==> src/rtl/i2c_mem_slave_if.sv <==
// I2C pin bundle between a bus master (or bench) and the memory target.
// scl_i/sda_i carry the resolved open-drain line levels; sda_oe is the
// target's pull-down request on SDA.
interface i2c_mem_slave_if;
    logic scl_i;
    logic sda_i;
    logic sda_oe;

    modport master (
        output scl_i,
        output sda_i,
        input  sda_oe
    );

    modport slave (
        input  scl_i,
        input  sda_i,
        output sda_oe
    );
endinterface

==> src/rtl/i2c_mem_slave.sv <==
// I2C target with a small byte-wide register file and an auto-incrementing
// pointer. Handles address+W, register byte, data writes, repeated START,
// address+R and multi-byte reads. All bus-facing outputs are registered;
// host_rdata is a combinational peek into the register file.
module i2c_mem_slave #(
    parameter int         ADDR_W     = 4,
    parameter logic [7:0] RESET_DATA = 8'h00
) (
    input  logic              clk,
    input  logic              rst,
    input  logic [6:0]        slave_addr,
    i2c_mem_slave_if.slave    bus,
    input  logic [ADDR_W-1:0] host_raddr,
    output logic [7:0]        host_rdata,
    output logic              wr_stb,
    output logic [ADDR_W-1:0] wr_addr,
    output logic [7:0]        wr_data,
    output logic              rd_stb,
    output logic              busy
);
    localparam int DEPTH = 2 ** ADDR_W;

    typedef enum logic [3:0] {
        IDLE     = 4'd0,
        ADDR     = 4'd1,
        ADDR_ACK = 4'd2,
        REG      = 4'd3,
        DATA_ACK = 4'd4,
        WRITE    = 4'd5,
        READ     = 4'd6,
        RD_ACK   = 4'd7,
        RD_NEXT  = 4'd8,
        IGNORE   = 4'd9
    } state_t;

    logic scl_meta_q, scl_s_q, scl_d_q;
    logic sda_meta_q, sda_s_q, sda_d_q;
    logic scl_rise, scl_fall, start_det, stop_det;

    state_t            state_q, state_d;
    logic [3:0]        bit_cnt_q, bit_cnt_d;
    logic [7:0]        sr_q, sr_d;
    logic [7:0]        tx_q, tx_d;
    logic [ADDR_W-1:0] ptr_q, ptr_d, ptr_inc;
    logic              sda_oe_q, sda_oe_d;
    logic              wr_stb_q, wr_stb_d;
    logic [ADDR_W-1:0] wr_addr_q, wr_addr_d;
    logic [7:0]        wr_data_q, wr_data_d;
    logic              rd_stb_q, rd_stb_d;
    logic              busy_q, busy_d;
    logic              mem_we;
    logic [7:0]        mem_q [DEPTH];

    // Two-flop synchronisers plus a one-cycle history for edge detection;
    // reset to the idle-high bus level so no spurious START appears.
    always_ff @(posedge clk) begin
        if (rst) begin
            scl_meta_q <= 1'b1; scl_s_q <= 1'b1; scl_d_q <= 1'b1;
            sda_meta_q <= 1'b1; sda_s_q <= 1'b1; sda_d_q <= 1'b1;
        end else begin
            scl_meta_q <= bus.scl_i; scl_s_q <= scl_meta_q; scl_d_q <= scl_s_q;
            sda_meta_q <= bus.sda_i; sda_s_q <= sda_meta_q; sda_d_q <= sda_s_q;
        end
    end

    assign scl_rise  = !scl_d_q & scl_s_q;
    assign scl_fall  = scl_d_q & !scl_s_q;
    assign start_det = scl_d_q & scl_s_q & sda_d_q & !sda_s_q;
    assign stop_det  = scl_d_q & scl_s_q & !sda_d_q & sda_s_q;
    assign ptr_inc   = ptr_q + 1'b1;

    // Next-state and output decode; STOP beats START beats the state action.
    always_comb begin
        state_d   = state_q;
        bit_cnt_d = bit_cnt_q;
        sr_d      = sr_q;
        tx_d      = tx_q;
        ptr_d     = ptr_q;
        sda_oe_d  = sda_oe_q;
        wr_addr_d = wr_addr_q;
        wr_data_d = wr_data_q;
        busy_d    = busy_q;
        wr_stb_d  = 1'b0;
        rd_stb_d  = 1'b0;
        mem_we    = 1'b0;
        if (stop_det) begin
            state_d   = IDLE;
            sda_oe_d  = 1'b0;
            bit_cnt_d = 4'd0;
            busy_d    = 1'b0;
        end else if (start_det) begin
            state_d   = ADDR;
            sda_oe_d  = 1'b0;
            bit_cnt_d = 4'd0;
            busy_d    = 1'b1;
        end else begin
            case (state_q)
                ADDR, REG, WRITE: begin
                    if (scl_rise && bit_cnt_q != 4'd8) begin
                        sr_d      = {sr_q[6:0], sda_s_q};
                        bit_cnt_d = bit_cnt_q + 4'd1;
                    end else if (scl_fall && bit_cnt_q == 4'd8) begin
                        bit_cnt_d = 4'd0;
                        if (state_q == ADDR) begin
                            if (sr_q[7:1] == slave_addr) begin
                                sda_oe_d = 1'b1;
                                state_d  = ADDR_ACK;
                            end else begin
                                sda_oe_d = 1'b0;
                                state_d  = IGNORE;
                            end
                        end else if (state_q == REG) begin
                            ptr_d    = sr_q[ADDR_W-1:0];
                            sda_oe_d = 1'b1;
                            state_d  = DATA_ACK;
                        end else begin
                            // Full byte received: commit it and advance.
                            mem_we    = 1'b1;
                            wr_stb_d  = 1'b1;
                            wr_addr_d = ptr_q;
                            wr_data_d = sr_q;
                            ptr_d     = ptr_inc;
                            sda_oe_d  = 1'b1;
                            state_d   = DATA_ACK;
                        end
                    end
                end
                ADDR_ACK: begin
                    if (scl_fall) begin
                        bit_cnt_d = 4'd0;
                        if (sr_q[0]) begin
                            tx_d     = mem_q[ptr_q];
                            rd_stb_d = 1'b1;
                            sda_oe_d = ~mem_q[ptr_q][7];
                            state_d  = READ;
                        end else begin
                            sda_oe_d = 1'b0;
                            state_d  = REG;
                        end
                    end
                end
                DATA_ACK: begin
                    if (scl_fall) begin
                        sda_oe_d  = 1'b0;
                        bit_cnt_d = 4'd0;
                        state_d   = WRITE;
                    end
                end
                READ: begin
                    if (scl_rise && bit_cnt_q != 4'd8) begin
                        bit_cnt_d = bit_cnt_q + 4'd1;
                    end else if (scl_fall) begin
                        if (bit_cnt_q == 4'd8) begin
                            sda_oe_d  = 1'b0;
                            bit_cnt_d = 4'd0;
                            state_d   = RD_ACK;
                        end else begin
                            tx_d     = {tx_q[6:0], 1'b0};
                            sda_oe_d = ~tx_q[6];
                        end
                    end
                end
                RD_ACK: begin
                    if (scl_rise) begin
                        if (!sda_s_q) begin
                            ptr_d    = ptr_inc;
                            tx_d     = mem_q[ptr_inc];
                            rd_stb_d = 1'b1;
                            state_d  = RD_NEXT;
                        end else begin
                            sda_oe_d = 1'b0;
                            state_d  = IGNORE;
                        end
                    end
                end
                RD_NEXT: begin
                    if (scl_fall) begin
                        sda_oe_d  = ~tx_q[7];
                        bit_cnt_d = 4'd0;
                        state_d   = READ;
                    end
                end
                IGNORE:  sda_oe_d = 1'b0;
                IDLE:    ;
                default: state_d = IDLE;
            endcase
        end
    end

    // Control and output registers.
    always_ff @(posedge clk) begin
        if (rst) begin
            state_q   <= IDLE;
            bit_cnt_q <= 4'd0;
            sr_q      <= 8'h00;
            tx_q      <= 8'h00;
            ptr_q     <= '0;
            sda_oe_q  <= 1'b0;
            wr_stb_q  <= 1'b0;
            wr_addr_q <= '0;
            wr_data_q <= 8'h00;
            rd_stb_q  <= 1'b0;
            busy_q    <= 1'b0;
        end else begin
            state_q   <= state_d;
            bit_cnt_q <= bit_cnt_d;
            sr_q      <= sr_d;
            tx_q      <= tx_d;
            ptr_q     <= ptr_d;
            sda_oe_q  <= sda_oe_d;
            wr_stb_q  <= wr_stb_d;
            wr_addr_q <= wr_addr_d;
            wr_data_q <= wr_data_d;
            rd_stb_q  <= rd_stb_d;
            busy_q    <= busy_d;
        end
    end

    // Register file: every byte returns to RESET_DATA on reset.
    always_ff @(posedge clk) begin
        if (rst) begin
            for (int i = 0; i < DEPTH; i++) mem_q[i] <= RESET_DATA;
        end else if (mem_we) begin
            mem_q[ptr_q] <= sr_q;
        end
    end

    assign host_rdata = mem_q[host_raddr];
    assign bus.sda_oe = sda_oe_q;
    assign wr_stb     = wr_stb_q;
    assign wr_addr    = wr_addr_q;
    assign wr_data    = wr_data_q;
    assign rd_stb     = rd_stb_q;
    assign busy       = busy_q;
endmodule

==> src/flat_wrapper.sv <==
// flat-port wrapper written by rule: the top's interface ports become plain ports
module i2c_mem_slave_flat 
#(
    parameter int         ADDR_W     = 4,
    parameter logic [7:0] RESET_DATA = 8'h00
)
  (clk, rst, slave_addr, host_raddr, host_rdata, wr_stb, wr_addr, wr_data, rd_stb, busy, bus_scl_i, bus_sda_i, bus_sda_oe);
  i2c_mem_slave_if bus_i ();
  input  logic clk;
  input  logic rst;
  input  logic [6:0] slave_addr;
  input  logic [ADDR_W-1:0] host_raddr;
  output logic [7:0] host_rdata;
  output logic wr_stb;
  output logic [ADDR_W-1:0] wr_addr;
  output logic [7:0] wr_data;
  output logic rd_stb;
  output logic busy;
  input wire logic [$bits(bus_i.scl_i)-1:0] bus_scl_i;
  input wire logic [$bits(bus_i.sda_i)-1:0] bus_sda_i;
  output wire logic [$bits(bus_i.sda_oe)-1:0] bus_sda_oe;
  assign bus_i.scl_i = bus_scl_i;
  assign bus_i.sda_i = bus_sda_i;
  assign bus_sda_oe = bus_i.sda_oe;
  i2c_mem_slave #(.ADDR_W(ADDR_W), .RESET_DATA(RESET_DATA)) u_core (.clk(clk), .rst(rst), .slave_addr(slave_addr), .bus(bus_i), .host_raddr(host_raddr), .host_rdata(host_rdata), .wr_stb(wr_stb), .wr_addr(wr_addr), .wr_data(wr_data), .rd_stb(rd_stb), .busy(busy));
endmodule
==> config.mk <==
export PLATFORM = sky130hd
export DESIGN_NAME = i2c_mem_slave_flat
export DESIGN_NICKNAME = d
export VERILOG_FILES = /design/src/rtl/i2c_mem_slave_if.sv /design/src/rtl/i2c_mem_slave.sv /design/src/flat_wrapper.sv
export SDC_FILE = /design/constraint.sdc
export NUM_CORES = 1
export LEC_CHECK = 0
export BUFFER_PORTS_ARGS = -buffer_cell sky130_fd_sc_hd__buf_2
export CORE_UTILIZATION = 25
export CTS_CLUSTER_DIAMETER = 50
export CTS_CLUSTER_SIZE = 40
export DETAILED_ROUTE_END_ITERATION = 8
export GPL_TIMING_DRIVEN = 1
export RECOVER_POWER = 100
export SETUP_SLACK_MARGIN = 0.5
export SLEW_MARGIN = 10
export SYNTH_ARGS = -nofsm -noshare
export SYNTH_HDL_FRONTEND = slang
export SYNTH_SLANG_ARGS = --single-unit
==> constraint.sdc <==
create_clock -name clk -period 3.5 [get_ports clk]
set_clock_uncertainty 0.2 [all_clocks]
set_input_delay 0.175 -clock clk [delete_from_list [all_inputs] [get_ports clk]]
set_output_delay 0.175 -clock clk [all_outputs]
set_load 0.05 [all_outputs]
==> results of run 1 <==
-- flip-flops by register name (all words and copies together), names as in the netlist, 4 cells and up, named ones only --
name / count
u_core.wr_addr: 4
u_core.tx_q: 8
u_core.state_q: 4
u_core.sr_q: 8
u_core.mem_q: 128
u_core.ptr_q: 4
u_core.wr_data: 8
u_core.bit_cnt_q: 4
-- worst max-delay path, cell delays in order --
cell and delay [ps]:
buf_2 90, clkbuf_1 2040, or2_1 630
-- final timing paths --
path / end / slack, ps / cells after the start
worst max-delay path: u_core.mem_q[7][6] / 390 / 3
worst min-delay path: u_core.wr_stb / 5 / 3
worst max register to register: u_core.tx_q[0] / 530 / 7
worst min register to register: u_core.scl_s_q / 210 / 1
-- cell usage in the layout (no fill, tap or decap), drive strengths merged, types with 21 or more instances in the layout --
cell,n
or2,23
mux2i,33
dfxtp,54
edfxtp,128
inv,21
buf,48
nand2,27
nor2,56
clkbuf,49
mux4,113
nor3,27
and2,117
-- cells by family after synthesis --
| group | synth area share, % |
|---|---|
| and+or+nand+nor | 15.3 |
| DFF | 47.0 |
| muxes | 27.5 |
| AOI/OAI and AO/OA | 5.00 |
| buffers and inverters | 3.28 |
| xor gates and xnor gates | 0.991 |
| adders and majority gates | 0.919 |
-- report_power, final --
part | internal [mW] | switching [mW] | leakage [nW] | total (mW)
Combinational | 0.188 | 0.249 | 1.92 | 0.437
Sequential | 2.38 | 0.0779 | 1.68 | 2.46
Clock | 0.958 | 0.965 | 0.289 | 1.92
Total | 3.52 | 1.29 | 3.89 | 4.82
-- metrics by stage --
stage | total power, mW | cell area [um2]
floorplan | 2.80 | 10500
global placement | 2.94 | 11400
detailed placement | 2.95 | 11400
CTS | 4.85 | 12000
global route | 4.95 | 11900
finish | 4.82 | 11900
-- cell type report --
cell class	instances	area, um2
fill	4169	29200
clock buffer	17	425
clock inverter	15	155
multi-input combinational	529	5180
sequential	182	4930
timing repair buffer	82	498
inverter	11	41.3
tap	532	666
-- per-layer routing --
layer | GRT usage (%) | vias to the layer above | wire (um)
met2 | 22.3 | 256 | 13600
li1 | - | 3093 | -
met5 | 0 | - | 0
met1 | 19.1 | 3490 | 12700
met3 | 2.37 | 21 | 1840
met4 | 3.99 | 0 | 389
==> impl_metrics.sql, run 1 <==
INSERT INTO impl_metrics (metric_group, metric, value, unit) VALUES
('outcome', 'status', 'complete, but fails checks', ''),
('outcome', 'violated_checks', 'max-capacitance violations, max-slew violations', ''),
('yosys', 'ys.flop_type', 'edfxtp_1', ''),
('layout', 'utilization', '28.9', '%'),
('yosys', 'synth_sequential_area_ratio', '47.0', '%'),
('clocking', 'worstSkewPairLatency', '430', 'ps'),
('timing', 'final_hold_viol_count', '0', ''),
('global_routing', 'grt_start_max_net_pins', '57', ''),
('clocking', 'worst_setup_hold_path_clk_slew', '80', 'ps'),
('job', 'max_cap_violations', '1', ''),
('yosys', 'synthesis.nets', '806', ''),
('layout', 'insertedDiodeCount', '0', ''),
('timing', 'grt_setup_unrepaired', 'no', ''),
('critical_path', 'worst_setup_path_startpoint', 'rst', ''),
('worst_hold_path', 'holdCritPathClass', 'in2reg', ''),
('place', 'port_buffers', '38', ''),
('yosys', 'yosys.area.top_type', 'edfxtp_1', ''),
('global_routing', 'grt_util_all_layers', '13.8', '%'),
('clocking', 'post-cts-setup-buffer-count', '0', ''),
('yosys', 'yosys.cell_types.count', '66', ''),
('floorplan', 'placement_rows', '74', ''),
('yosys', 'postSynthAreaPerCell', '13.4', 'um2'),
('routing', 'aggregate_routed_wire_length', '28500', 'um'),
('routing', 'vias', '6860', ''),
('yosys', 'cell_with_the_most_instances_after_synthesis', 'edfxtp_1', ''),
('power', 'reported_leakage_power', '3.89', 'nW'),
('timing', 'final_period_minus_worst_setup_slack', '3110', 'ps'),
('clocking', 'cts-buffers-inserted', '17', ''),
('place', 'gp_routability_congestion', '0.822', ''),
('floorplan', 'initial_utilization', '25.5', '%'),
('routing', 'ant_nets', '0', ''),
('floorplan', 'chipWidth', '207', 'um'),
('yosys', 'yosys.area.top_type_share', '36.7', '%'),
('yosys', 'post_synth_most_frequent_cells', 'edfxtp_1 (128), and2_1 (117), mux4_2 (113), dfxtp_1 (54), nor2_1 (54)', ''),
('global_routing', 'antenna_found_initial', '0', ''),
('floorplan', 'chipHeight', '207', 'um'),
('clocking', 'cts.sink_count', '182', ''),
('layout', 'fraction_of_layout_cells_with_a_size_suffix_above_1', '25.1', '%'),
('clocking', 'htreeDepth', '4', ''),
('routing', 'first_iter_violations', '638', ''),
('yosys', 'mapped_area', '10500', 'um2'),
('routing', 'detail_route.wl_per_cell', '20.9', 'um'),
('timing', 'worst_slew_margin_rel', '-92.9', '%'),
('timing', 'whs', '4.66', 'ps'),
('timing', 'setup_total_negative_slack', '0', 'ps'),
('global_routing', 'globalRouteOverflowTotal', '0', ''),
('timing', 'final_min_period_over_clock_period', '88.8', '%'),
('critical_path', 'arr_time_crit_path', '2970', 'ps'),
('yosys', 'async_sr_flop_fraction', '0', '%'),
('critical_path', 'timing.critical_path.fanout_max', '56', ''),
('timing', 'tightest_slew', '2890', 'ps'),
('routing', 'drt_drc_violations_left', '0', ''),
('place', 'number_of_cells_in_the_design_after_placement', '1334', ''),
('clocking', 'cts_buffer_depth', '2', ''),
('place', 'placement.setup.worst_slack', '686', 'ps'),
('yosys', 'synth.top_cells.by_area', 'edfxtp_1 (37%), mux4_2 (24%), dfxtp_1 (10%), and2_1 (7.0%), mux2i_1 (3.2%)', ''),
('clocking', 'clk_root_buffer_cell', 'clkbuf_16', ''),
('routing', 'detailed_route_vias_per_instance', '5.01', ''),
('clocking', 'cts_resized', '0', ''),
('worst_hold_path', 'timing.hold.worst.start', 'rst', ''),
('critical_path', 'cp-end-kind', 'flop', ''),
('global_routing', 'grt_pass1_wl', '43700', 'um'),
('yosys', 'yosysWarnings', '0', ''),
('clocking', 'hold_buffers', '2', ''),
('place', 'dp_hpwl', '21600', 'um'),
('timing', 'slew_viol_final', '57', ''),
('timing', 'maxClockFrequency', '0.322', 'GHz'),
('routing', 'detailedRoute.firstPassIterationCount', '7', ''),
('critical_path', 'critPathLaunchType', 'input pin', ''),
('critical_path', 'path_class', 'in2reg', ''),
('layout', 'final_cells', '1368', '');
No activity file was read; power rests on OpenSTA's default activity.
==> inputs of run 2 (changes only) <==
--- a/config.mk
+++ b/config.mk
@@ -11,6 +11,7 @@
 export CTS_CLUSTER_SIZE = 40
 export DETAILED_ROUTE_END_ITERATION = 8
 export GPL_TIMING_DRIVEN = 1
+export PLACE_DENSITY = 0.47
 export RECOVER_POWER = 100
 export SETUP_SLACK_MARGIN = 0.5
 export SLEW_MARGIN = 10
==> impl_metrics.sql, run 2 (synthesis gave the netlist of run 1 again) <==
INSERT INTO impl_metrics (metric_group, metric, value, unit) VALUES
('clocking', 'tritoncts', 'yes', ''),
('power', 'power_density', '403', 'nW/um2'),
('power', 'reported_leakage_power', '3.84', 'nW'),
('global_routing', 'grt_start_max_net_pins', '57', ''),
('global_routing', 'grt_util_all_layers', '15.6', '%'),
('timing', 'timing.final.setup_violations', '0', ''),
('outcome', 'status', 'finished clean', ''),
('critical_path', 'path_class', 'in2out', ''),
('worst_hold_path', 'timing.hold.worst.start', 'slave_addr[2]', ''),
('critical_path', 'cp-end-kind', 'primary output', ''),
('place', 'gp_routability_congestion', '0.813', ''),
('critical_path', 'crit_chain', 'clkbuf_1 -> buf_12 -> mux4_2 -> mux4_2 -> clkbuf_2', ''),
('routing', 'aggregate_routed_wire_length', '32100', 'um'),
('routing', 'drt_drc_violations_left', '0', ''),
('timing', 'setup_total_negative_slack', '0', 'ps'),
('routing', 'detail_route.wl_per_cell', '23.6', 'um'),
('critical_path', 'critPathMostFrequentCell', 'mux4_2', ''),
('layout', 'design.final.nets', '836', ''),
('worst_hold_path', 'min_delay_path_depth', '7', ''),
('timing', 'grt_setup_unrepaired', 'yes', ''),
('timing', 'final_period_minus_worst_setup_slack', '3060', 'ps'),
('floorplan', 'top_level_ports', '39', ''),
('timing', 'final_hold_viol_count', '0', ''),
('global_routing', 'first_global_vias', '6765', ''),
('routing', 'detailedRoute.firstPassIterationCount', '9', ''),
('layout', 'most_frequent_standard_cell_in_the_layout_excluding_fill_and_tap_cells', 'edfxtp_1', ''),
('clocking', 'clk_root_buffer_cell', 'clkbuf_16', ''),
('critical_path', 'critPathLaunchType', 'input pin', ''),
('floorplan', 'chipHeight', '207', 'um'),
('timing', 'slew_viol_final', '0', ''),
('layout', 'mostFrequentLayoutCells', 'edfxtp_1 (128), mux4_2 (113), and2_0 (68)', ''),
('layout', 'flow.area_growth_from_synthesis', '13.2', '%'),
('critical_path', 'worst_setup_path_startpoint', 'host_raddr[0]', ''),
('critical_path', 'timing.critical_path.fanout_max', '21', ''),
('routing', 'detailed_route_vias_per_instance', '5.05', ''),
('routing', 'ant_nets', '0', ''),
('floorplan', 'chipWidth', '207', 'um'),
('floorplan', 'placement_rows', '74', ''),
('place', 'port_buffers', '38', ''),
('timing', 'final_min_period_over_clock_period', '87.4', '%'),
('worst_hold_path', 'holdCritPathClass', 'in2reg', ''),
('routing', 'vias', '6871', ''),
('clocking', 'cts-buffers-inserted', '17', ''),
('job', 'max_cap_violations', '0', ''),
('layout', 'largest_register_ff_count', '128', ''),
('global_routing', 'globalRouteOverflowTotal', '0', ''),
('timing', 'worst_slew_margin_rel', '8.18', '%'),
('clocking', 'worst_setup_hold_path_clk_slew', '70', 'ps'),
('global_routing', 'grt_pass1_wl', '47500', 'um'),
('critical_path', 'r2r.worst_path.cells', '8', ''),
('place', 'dp_hpwl', '23600', 'um'),
('critical_path', 'reg2reg_slack', '450', 'ps'),
('layout', 'largest-register', 'u_core.mem_q', ''),
('floorplan', 'initial_utilization', '25.5', '%'),
('critical_path', 'worstPathRequired', '3120', 'ps'),
('timing', 'maxClockFrequency', '0.327', 'GHz'),
('global_routing', 'antenna_found_initial', '1', ''),
('floorplan', 'core', '41100', 'um2'),
('timing', 'whs', '148', 'ps'),
('clocking', 'post-cts-setup-buffer-count', '0', ''),
('timing', 'tightest_slew', '1380', 'ps'),
('clocking', 'worstSkewPairLatency', '450', 'ps'),
('clocking', 'cts.sink_count', '182', ''),
('critical_path', 'critical_path.max_stage_delay', '820', 'ps'),
('critical_path', 'r2r-start', 'u_core.bit_cnt_q[0]', ''),
('layout', 'fraction_of_layout_cells_with_a_size_suffix_above_1', '25.8', '%'),
('power', 'worst_ir_drop_vdd', '0.239', 'mV'),
('clocking', 'htreeDepth', '4', ''),
('floorplan', 'die_area', '42800', 'um2'),
('routing', 'first_iter_violations', '660', ''),
('clocking', 'cts_buffer_depth', '2', ''),
('critical_path', 'cp_slowest_cell', 'clkbuf_1', ''),
('layout', 'insertedDiodeCount', '0', ''),
('critical_path', 'arr_time_crit_path', '2690', 'ps');
## run 2: changes by cell type in the layout (fill, tap and decap cells not counted), sizes merged
cell         delta
inv             -1
buf             -9
clkbuf          +1
dlygate4sd3     +1
## run 2: final timing paths
check                                            to
worst max-delay path                  host_rdata[5]
worst max register to register  u_core.mem_q[11][1]
worst min-delay path              u_core.state_q[1]
worst min register to register       u_core.scl_s_q
## run 2: worst max-delay path: cells and delay by family
kind / cells / cell delay (ps)
buffers and inverters: 3 / 1380
multiplexers: 2 / 1090
## run 2: layout make-up
cell class / count / area [um2]
multi-input cells: 529 / 5210
clock inverters: 14 / 114
well taps: 532 / 666
clock buffers: 18 / 439
inverters: 11 / 41.3
flip-flops and latches: 182 / 4930
fillers: 4184 / 29200
repair buffers: 74 / 467
## run 2: routing by layer
metal  GRT usage (%)  wire length [um]  vias up
li1                -                 -     3063
met1            20.8             14200     3560
met2            24.7             15300      206
met3            3.49              1680       42
met4            6.31               909        0
met5               0                 0        -
## run 2: power breakdown
| part | switching [mW] | internal (mW) |
|---|---|---|
| clock | 0.919 | 0.949 |
| combinational | 0.261 | 0.196 |
| sequential | 0.0835 | 2.38 |
| total | 1.26 | 3.52 |
## run 2: through the flow
step	worst slack, ps	std cells	utilization (%)	instance area (um2)	total power [mW]
6_report	439	1360	28.9	11900	4.79
5_1_grt	231	1360	28.9	11900	4.94
3_5_place_dp	557	1324	27.5	11300	2.97
3_3_place_gp	593	1324	27.5	11300	2.97
4_1_cts	532	1359	28.9	11900	4.84
2_1_floorplan	501	785	-	10500	2.80
## run 2: what timing repair did
| action | CTS | global route |
|---|---|---|
| hold endpoints to repair | 3 | 0 |
| endpoints found under the setup margin | 0 | 60 |
| hold buffers | 3 | 0 |
| gates resized for setup | 0 | 7 |
==> inputs of run 3 (changes only) <==
--- a/config.mk
+++ b/config.mk
@@ -6,6 +6,7 @@
 export NUM_CORES = 1
 export LEC_CHECK = 0
 export BUFFER_PORTS_ARGS = -buffer_cell sky130_fd_sc_hd__buf_2
+export CORE_MARGIN = 2
 export CORE_UTILIZATION = 25
 export CTS_CLUSTER_DIAMETER = 50
 export CTS_CLUSTER_SIZE = 40
==> impl_metrics.sql, run 3 (synthesis gave the netlist of run 1 again) <==
INSERT INTO impl_metrics (metric_group, metric, value, unit) VALUES
('outcome', 'status', 'finished clean', ''),
('layout', 'most_frequent_standard_cell_in_the_layout_excluding_fill_and_tap_cells', 'edfxtp_1', ''),
('power', 'power_density', '409', 'nW/um2'),
('routing', 'first_iter_violations', '706', ''),
('layout', 'fraction_of_layout_cells_with_a_size_suffix_above_1', '24.5', '%'),
('layout', 'flow.area_growth_from_synthesis', '13.2', '%'),
('floorplan', 'chipWidth', '209', 'um'),
('global_routing', 'grt_util_all_layers', '15.1', '%'),
('timing', 'timing.final.setup_violations', '0', ''),
('floorplan', 'die_area', '43600', 'um2'),
('layout', 'num-fill-cells', '4290', ''),
('power', 'internal_power', '3.52', 'mW'),
('global_routing', 'first_global_vias', '6930', ''),
('critical_path', 'cp-end-kind', 'flop', ''),
('clocking', 'worst_setup_hold_path_clk_slew', '80', 'ps'),
('power', 'combinationalPowerShare', '9.1', '%'),
('power', 'total_switching_power', '1.34', 'mW'),
('layout', 'area_of_all_placed_cells_without_fillers', '11900', 'um2'),
('floorplan', 'placement_rows', '75', ''),
('global_routing', 'globalRouteOverflowTotal', '0', ''),
('routing', 'detailedRoute.firstPassIterationCount', '5', ''),
('routing', 'vias', '6853', ''),
('critical_path', 'reg2reg_slack', '470', 'ps'),
('clocking', 'cts.sink_count', '182', ''),
('routing', 'detail_route.wl_per_cell', '23.4', 'um'),
('critical_path', 'crit_chain', 'inv_1 -> ha_1 -> and3b_1 -> nand4_1 -> nor2_1 -> nand2_2 -> nor2_1 -> or2_0', ''),
('floorplan', 'initial_utilization', '25.2', '%'),
('layout', 'multi_input_area', '5180', 'um2'),
('worst_hold_path', 'holdCritPathClass', 'in2reg', ''),
('power', 'pwr-share-seq', '50.8', '%'),
('floorplan', 'chipHeight', '209', 'um'),
('layout', 'largest_register_ff_count', '128', ''),
('clocking', 'htreeDepth', '4', ''),
('timing', 'grt_setup_unrepaired', 'no', ''),
('critical_path', 'timing.critical_path.fanout_max', '8', ''),
('critical_path', 'critPathLaunchType', 'flop', ''),
('layout', 'mostFrequentLayoutCells', 'edfxtp_1 (128), mux4_2 (113), and2_1 (64)', ''),
('routing', 'detailed_route_vias_per_instance', '5.00', ''),
('routing', 'drt_drc_violations_left', '0', ''),
('critical_path', 'crit-reg2reg-capture', 'u_core.mem_q[4][7]', ''),
('critical_path', 'worst_setup_path_endpoint', 'u_core.mem_q[4][7]', ''),
('timing', 'slew_viol_final', '0', ''),
('critical_path', 'critPathMostFrequentCell', 'nor2_1', ''),
('critical_path', 'r2r-start', 'u_core.bit_cnt_q[0]', ''),
('timing', 'final_min_period_over_clock_period', '86.7', '%'),
('power', 'worst_ir_drop_vdd', '0.363', 'mV'),
('layout', 'design.final.nets', '839', ''),
('clocking', 'clk_root_buffer_cell', 'clkbuf_16', ''),
('global_routing', 'antenna_found_initial', '1', ''),
('clocking', 'cts_buffer_depth', '2', ''),
('power', 'p_sw_share', '27.5', '%'),
('floorplan', 'top_level_ports', '39', ''),
('clocking', 'tritoncts', 'yes', ''),
('power', 'total_power_consumption', '4.86', 'mW'),
('floorplan', 'core', '41700', 'um2'),
('global_routing', 'grt_pass1_wl', '47600', 'um'),
('critical_path', 'worst_setup_path_startpoint', 'u_core.bit_cnt_q[0]', ''),
('critical_path', 'cp_slowest_cell', 'or2_0', ''),
('place', 'gp_routability_congestion', '0.839', ''),
('clocking', 'cts_resized', '0', ''),
('place', 'number_of_cells_in_the_design_after_placement', '1335', ''),
('global_routing', 'grt_start_max_net_pins', '57', ''),
('layout', 'final_cells', '1371', ''),
('timing', 'tightest_slew', '1400', 'ps'),
('timing', 'final_period_minus_worst_setup_slack', '3030', 'ps'),
('critical_path', 'r2r.worst_path.cells', '8', ''),
('timing', 'setup_total_negative_slack', '0', 'ps'),
('layout', 'seq_area', '4930', 'um2'),
('critical_path', 'critical_path.max_stage_delay', '540', 'ps'),
('routing', 'ant_nets', '0', ''),
('timing', 'worst_slew_margin_rel', '6.76', '%'),
('critical_path', 'path_class', 'reg2reg', ''),
('power', 'power.clock.fraction', '40.1', '%'),
('place', 'dp_hpwl', '23300', 'um'),
('place', 'port_buffers', '38', ''),
('critical_path', 'worstPathRequired', '3390', 'ps'),
('timing', 'final_hold_viol_count', '0', ''),
('clocking', 'cts-buffers-inserted', '17', ''),
('critical_path', 'arr_time_crit_path', '2920', 'ps'),
('clocking', 'worstSkewPairLatency', '450', 'ps'),
('place', 'post_dp_cell_area', '11400', 'um2'),
('layout', 'largest-register', 'u_core.mem_q', ''),
('job', 'max_cap_violations', '0', ''),
('timing', 'maxClockFrequency', '0.330', 'GHz'),
('routing', 'aggregate_routed_wire_length', '32000', 'um'),
('power', 'reported_leakage_power', '3.84', 'nW');
==> run 3: changes by cell type in the layout (fill, tap and decap cells not counted), sizes merged <==
cell and delta:
buf +1, clkbuf +1, clkinv -1, clkinvlp +3
diode +1, inv -1
==> run 3: how the worst min path moves through the flow <==
| stage | start | endpoint | slack (ps) | cells after the start |
|---|---|---|---|---|
| 2_1_floorplan | bus_scl_i | u_core.scl_meta_q | 80 | 1 |
| 3_3_place_gp | bus_sda_i | u_core.sda_meta_q | 170 | 2 |
| 3_5_place_dp | bus_sda_i | u_core.sda_meta_q | 160 | 2 |
| 4_1_cts | slave_addr[5] | u_core.state_q[1] | 170 | 7 |
| 5_1_grt | bus_scl_i | u_core.scl_meta_q | 230 | 3 |
| 6_report | slave_addr[5] | u_core.state_q[1] | 170 | 7 |
==> run 3: stage by stage <==
stage / hold WS (ps) / setup WS [ps] / utilization [%]
finish: 174 / 467 / 28.5
global route: 229 / 260 / 28.5
CTS: 166 / 632 / 28.7
detailed placement: 164 / 639 / 27.3
global placement: 166 / 707 / 27.3
floorplan: 78.8 / 501 / -
==> run 3: power by group through the flow <==
stage / logic (mW) / clock network, mW / registers (mW)
4_1_cts: 0.456 / 2.00 / 2.47
6_report: 0.441 / 1.95 / 2.47
5_1_grt: 0.474 / 2.08 / 2.48
3_3_place_gp: 0.455 / 0 / 2.51
2_1_floorplan: 0.331 / 0 / 2.47
3_5_place_dp: 0.452 / 0 / 2.52
==> run 3: routing by layer <==
metal  routed length (um)  GRT usage (%)  vias to the layer above
li1                     -              -                     3074
met2                15000           23.4                      221
met1                14200           20.2                     3532
met4                  573           4.63                        0
met3                 2280           4.54                       26
met5                    0              0                        -
==> run 3: critical path: cells and delay by family, from the launching register on <==
family	cells	cell delay, ps
adders and majority gates	1	170
DFF	1	330
and+or+nand+nor	6	1880
buffers and inverters	1	90
==> run 3: repair_timing <==
action,4_1_cts,5_1_grt
setup buffers,0,0
hold buffers,3,0
endpoints found under the hold margin,3,0
==> run 3: cell type report <==
class                   count  area share (%)
diodes                      1          0.0211
clock buffers              17            3.58
clock inverters            15            1.33
inverters                  11           0.348
multi-input cells         529            43.6
flip-flops and latches    182            41.5
well taps                 539            5.68
repair buffers             77            3.91
